===== config.mk =====
export PLATFORM = sky130hd
export DESIGN_NAME = hex_scroller
export DESIGN_NICKNAME = d
export VERILOG_FILES = /design/src/rtl/hex_scroller.sv
export SDC_FILE = /design/constraint.sdc
export NUM_CORES = 1
export LEC_CHECK = 0
export CELL_PAD_IN_SITES_DETAIL_PLACEMENT = 1
export CELL_PAD_IN_SITES_GLOBAL_PLACEMENT = 1
export CORE_MARGIN = 1
export CORE_UTILIZATION = 44
export DETAILED_ROUTE_END_ITERATION = 16
export HOLD_SLACK_MARGIN = 0.05
export PLACE_DENSITY_LB_ADDON = 0.08
export SYNTH_ARGS = -nofsm -noshare
export SYNTH_HDL_FRONTEND = slang
export SYNTH_SLANG_ARGS = --single-unit

===== constraint.sdc =====
create_clock -name clk -period 4.9 [get_ports clk]
set_input_delay 1.47 -clock clk [delete_from_list [all_inputs] [get_ports clk]]
set_output_delay 1.47 -clock clk [all_outputs]
set_load 0.03 [all_outputs]

===== src/rtl/hex_scroller.sv =====
// Marquee driver: shows a circular message of 7-segment glyphs through a window
// of digits, stepping one glyph every STEP_CYCLES clocks in either direction.
module hex_scroller #(
  parameter int unsigned N_DIGITS    = 6,
  parameter int unsigned MSG_LEN     = 16,
  parameter int unsigned STEP_CYCLES = 12500000,
  localparam int unsigned PosW = (MSG_LEN > 1) ? $clog2(MSG_LEN) : 1
) (
  input  logic                  clk,
  input  logic                  reset,
  input  logic                  run,
  input  logic                  dir,
  input  logic                  restart,
  input  logic [MSG_LEN*7-1:0]  msg,
  output logic [N_DIGITS*7-1:0] hex,
  output logic [PosW-1:0]       pos,
  output logic                  wrap
);

  localparam int unsigned CntW = (STEP_CYCLES > 1) ? $clog2(STEP_CYCLES) : 1;
  localparam int unsigned SumW = PosW + 1;

  localparam logic [6:0]      Blank   = 7'h7F;
  localparam logic [PosW-1:0] LastPos = PosW'(MSG_LEN - 1);
  localparam logic [CntW-1:0] LastCnt = CntW'(STEP_CYCLES - 1);

  logic [CntW-1:0]       presc_q, presc_d;
  logic [PosW-1:0]       pos_q, pos_d;
  logic                  wrap_q, wrap_d;
  logic [N_DIGITS*7-1:0] hex_q, hex_d;
  logic                  step;

  logic [6:0] glyphs [MSG_LEN];

  for (genvar i = 0; i < MSG_LEN; i++) begin : g_glyph
    assign glyphs[i] = msg[7*i+6:7*i];
  end

  // Digit N_DIGITS-1-k shows glyph (pos+k) mod MSG_LEN. The offset k mod MSG_LEN is
  // a constant per digit and pos < MSG_LEN, so a single conditional subtract wraps it.
  for (genvar k = 0; k < N_DIGITS; k++) begin : g_digit
    localparam int unsigned Off = k % MSG_LEN;

    logic [SumW-1:0] sum;
    logic [PosW-1:0] idx;

    assign sum = {1'b0, pos_q} + SumW'(Off);
    assign idx = (sum >= SumW'(MSG_LEN)) ? PosW'(sum - SumW'(MSG_LEN)) : sum[PosW-1:0];
    assign hex_d[7*(N_DIGITS-1-k) +: 7] = glyphs[idx];
  end

  assign step = run && (presc_q == LastCnt);

  always_comb begin
    presc_d = presc_q;
    pos_d   = pos_q;
    wrap_d  = 1'b0;
    if (restart) begin
      // Restart beats a coincident step: no advance and no wrap pulse.
      presc_d = '0;
      pos_d   = '0;
    end else begin
      if (run) begin
        presc_d = step ? '0 : presc_q + CntW'(1);
      end
      if (step) begin
        if (!dir) begin
          if (pos_q == LastPos) begin
            pos_d  = '0;
            wrap_d = 1'b1;
          end else begin
            pos_d = pos_q + PosW'(1);
          end
        end else begin
          if (pos_q == '0) begin
            pos_d  = LastPos;
            wrap_d = 1'b1;
          end else begin
            pos_d = pos_q - PosW'(1);
          end
        end
      end
    end
  end

  always_ff @(posedge clk or posedge reset) begin
    if (reset) begin
      presc_q <= '0;
      pos_q   <= '0;
      wrap_q  <= 1'b0;
      hex_q   <= {N_DIGITS{Blank}};
    end else begin
      presc_q <= presc_d;
      pos_q   <= pos_d;
      wrap_q  <= wrap_d;
      hex_q   <= hex_d;
    end
  end

  assign hex  = hex_q;
  assign pos  = pos_q;
  assign wrap = wrap_q;

endmodule


Word-level counts from Yosys, hierarchy flattened. Index checks and enable logic that the tools add are counted.

Register bits: 71. Bits of input ports: 117. Output and inout bits: 47. Word-level logic and storage cells: 79.

Add/subtract/negate cells: 14. $lt $le $gt $ge: 12. Equal/unequal tests: 2. Multiplexer cells: 37. Bitwise logic cells: 6. Reductions and logical operators: 4.

Operator list (count): binary-select mux 7 bit (select 4 bit) (6); 2-to-1 mux 7 bit (12); 2-to-1 mux 24 bit (3); greater-or-equal comparator 5 bit (second input constant) (11); 2-to-1 mux 4 bit (11); inverter 4 -> 5 bit (6); subtractor 4 x 1 -> 4 bit (second input constant) (7); adder 24 x 1 -> 24 bit (second input constant) (1); equality test 24 bit (second input constant) (1); adder 4 x 2 -> 5 bit (second input constant) (2); adder 4 x 3 -> 5 bit (second input constant) (2); adder 4 x 1 -> 5 bit (second input constant) (1); greater-or-equal comparator 4 x 5 -> 1 bit (second input constant) (1); 2-to-1 mux 1 bit (5); adder 4 x 1 -> 4 bit (second input constant) (1); equality test 4 bit (second input constant) (1); zero test 4 bit (1); nonzero test 2 bit (2); logical AND 1 bit (1).

Logic depth before layout (Yosys ltp).
Depth in word-level cells: 7. Gate-level depth with buffers: 12. Mapped depth without buffers: 6.

Worst setup path after synthesis. No wires, ideal clock.

Path kind: reg-to-reg. Start point: reg pos_q[1] (netlist: pos[1]). End point: reg hex_q[28] (netlist: hex[28]). Setup time: 95 ps. Arrival: 3414 ps. Required time: 4805 ps. Path slack: 1391 ps. Cell stages (with the launch flop): 10. Buffers on the path: 5. Period minus slack after synthesis: 3509 ps. Cell sequence: dfrtp_1 buf_2 buf_2 buf_4 inv_1 ha_1 buf_4 buf_1 mux4_2 mux4_1.

Longest elaborated chain between the ends: 7. Elaborated cells between the ends (all ways): 8. Classes of those cells: add/sub (2); order compare (1); mux (4); bitwise (1).

RTL lines: from (decl) (RTL line 28) `logic [PosW-1:0] pos_q, pos_d;`; from (signal assigned) (RTL line 94) `pos_q <= pos_d;`; adder 4 x 1 -> 5 bit * (RTL line 47) `assign sum = {1'b0, pos_q} + SumW'(Off);`; subtractor 4 x 1 -> 4 bit / greater-or-equal comparator 5 bit (equally long branches) (RTL line 48) `assign idx = (sum >= SumW'(MSG_LEN)) ? PosW'(sum - SumW'(MSG_LEN)) : sum[PosW-1:0];`; 2-to-1 mux 4 bit * (RTL line 48); inverter 4 -> 5 bit (not written as such) * (RTL line 49) `assign hex_d[7*(N_DIGITS-1-k) +: 7] = glyphs[idx];`; binary-select mux 7 bit (select 4 bit) * (RTL line 49); 2-to-1 mux 7 bit (not written as such) * (2 in a row) (RTL line 49); named net hex_d[28] (RTL line 30) `logic [N_DIGITS*7-1:0] hex_q, hex_d;`; to (signal assigned) (RTL line 91) `hex_q <= {N_DIGITS{Blank}};`; to (decl) (RTL line 30).

Mark *: on every way through the listed nets, which the timed path passes. The rest lies on a longest branch. The select of a mux whose other input is x is not followed. A chain may end at the register's enable or synchronous reset.

Worst setup path after layout.
Start point: reg pos_q[0] (netlist: pos[0]). End point: reg hex_q[31] (netlist: hex[31]).

The elaborated chain is that of the path after synthesis.

==> run metrics <==
outcome=finished, violations left; failing checks=DRC; most common cell after layout, fill and taps aside=clkdlybuf4s50_1; syn nets=610; Detailed Route Iter0 Violations=480; setup violators final=0; Critical Path Slowest Stage Cell=buf_4; Core Area=0.0147 mm²; gpl congestion=0.885; Largest stage delay, worst path=770 ps; largest net degree at the start of global routing=54; fmax=275 MHz; WP data arrival=3900 ps; Final Cycle Share=74.2%; Register Area=0.00183 mm²; fillers=1404; Crit Path Class=reg2reg; Critical Path Source Type=register; worst slew pin tran=1230 ps; multi-input logic area=0.00465 mm²; top_reg_cell synth=dfstp_2; worst-case clock buffer depth=2; First-pass DRT Iterations=11; Post-synth EDFFs=0; unrepaired setup endpoints after global routing=false; CP Capture Type=register; Final TNS setup=0 ps; power per cell area=227 mW/mm²; number of H-tree levels=3; Hold Crit Class=reg2reg; die height=126 µm; Max IR drop VDD=0.181 mV; Routed WL=22600 µm; hold buffers post-CTS=0; vias=5726; CP top delay family=buffers and inverters; CTS tree=built; most frequent cells in the layout=clkdlybuf4s50_1, mux4_2, dfstp_2, nand2_1, dfrtp_1; Mapped Area=0.00672 mm²; # DRC=8; met2 usage=51.4%; first-pass GRT wire length=35200 µm; Root Driver=clkbuf_16; die area=0.0158 mm²; final hold viol count=0; most used routing layer=met2; skew final=7.32 ps; worst skew pair latency=350 ps; Layout Nets=759; gr usage total=30.1%; Hold WS=582 ps; async set or reset register ratio after synthesis=100%; cts repair resizes=0; antenna violations before repair=0; Worst path most repeated cell=buf_4; Netlist cell types=56; register area share after synthesis=27.2%; Cell Chain, Critical Path=buf_4 > buf_4 > ha_1 > xor2_1 > buf_4 > mux4_1; CTS Buf Count=9; Die Wd=126 µm; crit path time final=3640 ps; clk slew on worst S/H paths=60 ps; fraction of layout cells with a size suffix above 1=35.4%; # IOs=164; gate count of the mapped netlist=482; leakage power=2.94 nW; CTS sink cnt=71; Rel. slew slack=17.7%; syn avg cell area=13.9 µm²; grt met1 use=38.2%; critical-path maximum fanout=49; Yosys reg bits=71; per-cell routed wire length=27.6 µm; initial cell density of the core=45.7%; Critical Path RT=5160 ps; Global Route met3 Usage=4.45%; total gr overflow=0; Synth Warn #=0; Slew Limit Fails=0; # port buffers=163; Bufs and invs on worst path=3; vias per std cell=6.97; # Post-CTS Setup Buffers=0; HPWL Detailed=16700 µm; Antenna Violating Nets Remaining=0; P&R area growth vs syn=31.5%; vias in the first global route=6106; MaxCap Viol Count=0; Cell Rows=44
==> state kept, by name, summed over array words and instances, names as in the netlist <==
name	cells
pos	4
presc_q	24
wrap	1
hex	42
==> routing by layer <==
layer  routed length, µm  part of all wire (%)  up-vias
li1                    -                     -     2332
met4                 857                   3.8        0
met3                1460                   6.5       60
met5                   0                     0        -
met2               11700                    52      317
met1                8580                    38     3017
==> cell type report <==
| type | instances | share of cell area, % |
|---|---|---|
| multi-input cells | 358 | 52.7 |
| inverters | 12 | 0.510 |
| repair buffers | 179 | 19.8 |
| flip-flops and latches | 71 | 20.8 |
| well taps | 184 | 2.61 |
| clock buffers | 12 | 3.02 |
| diodes | 1 | 0.0283 |
| clock inverters | 4 | 0.581 |
==> tightest hold or removal path, cell delays in order (launching register included) <==
cell,delay (ps)
dfrtp_1,410
o31ai_1,80
a21oi_1,60
==> report_power, final <==
part           internal (mW)  switching (mW)  total (mW)
Combinational          0.299           0.300       0.599
Clock                  0.437           0.272       0.709
Sequential             0.672          0.0270       0.699
==> per-stage QoR <==
stage	std cells	setup slack, ps	util, %	cell area, µm²	power [mW]
final	821	1260	60.1	8830	2.01
after global routing	820	943	60.1	8830	2.07
after CTS	820	1220	60.1	8830	2.02
after detailed placement	804	1180	57.9	8510	1.30
after global placement	804	1280	57.9	8510	1.29
after floorplan	482	1390	-	6720	1.00
==> final timing paths <==
check | start | to | slack, ps | cells past startpoint
max | pos[0] | hex[31] | 1260 | 6
min | presc_q[20] | presc_q[20] | 580 | 2
max reg2reg | pos[0] | hex[31] | 1260 | 6
min reg2reg | presc_q[20] | presc_q[20] | 580 | 2
max in group asynchronous | reset | hex[37] | 2490 | 3
min in group asynchronous | reset | pos[0] | 1570 | 2
==> synthesized netlist by cell type (10+ instances only) <==
cell | instances | area, µm²
a21oi_1 | 25 | 125
buf_2 | 17 | 85.1
clkbuf_1 | 12 | 45.0
dfrtp_1 | 29 | 726
dfstp_2 | 42 | 1100
ha_1 | 11 | 138
inv_1 | 10 | 37.5
mux4_2 | 136 | 3060
nand2_1 | 27 | 101
nand4_1 | 10 | 62.6
nor2_1 | 19 | 71.3
xnor2_1 | 17 | 149
==> cells by family after synthesis <==
logic type                 Yosys count  share of synthesized area (%)
buffers and inverters               53                           3.67
AOI/OAI and AO/OA                   65                           6.50
xor gates and xnor gates            23                           3.00
muxes                              148                           48.4
adders and majority gates           11                           2.05
DFF                                 71                           27.2
and+or+nand+nor                    111                           9.20
Note: power is estimated with default switching activity, not from simulation.
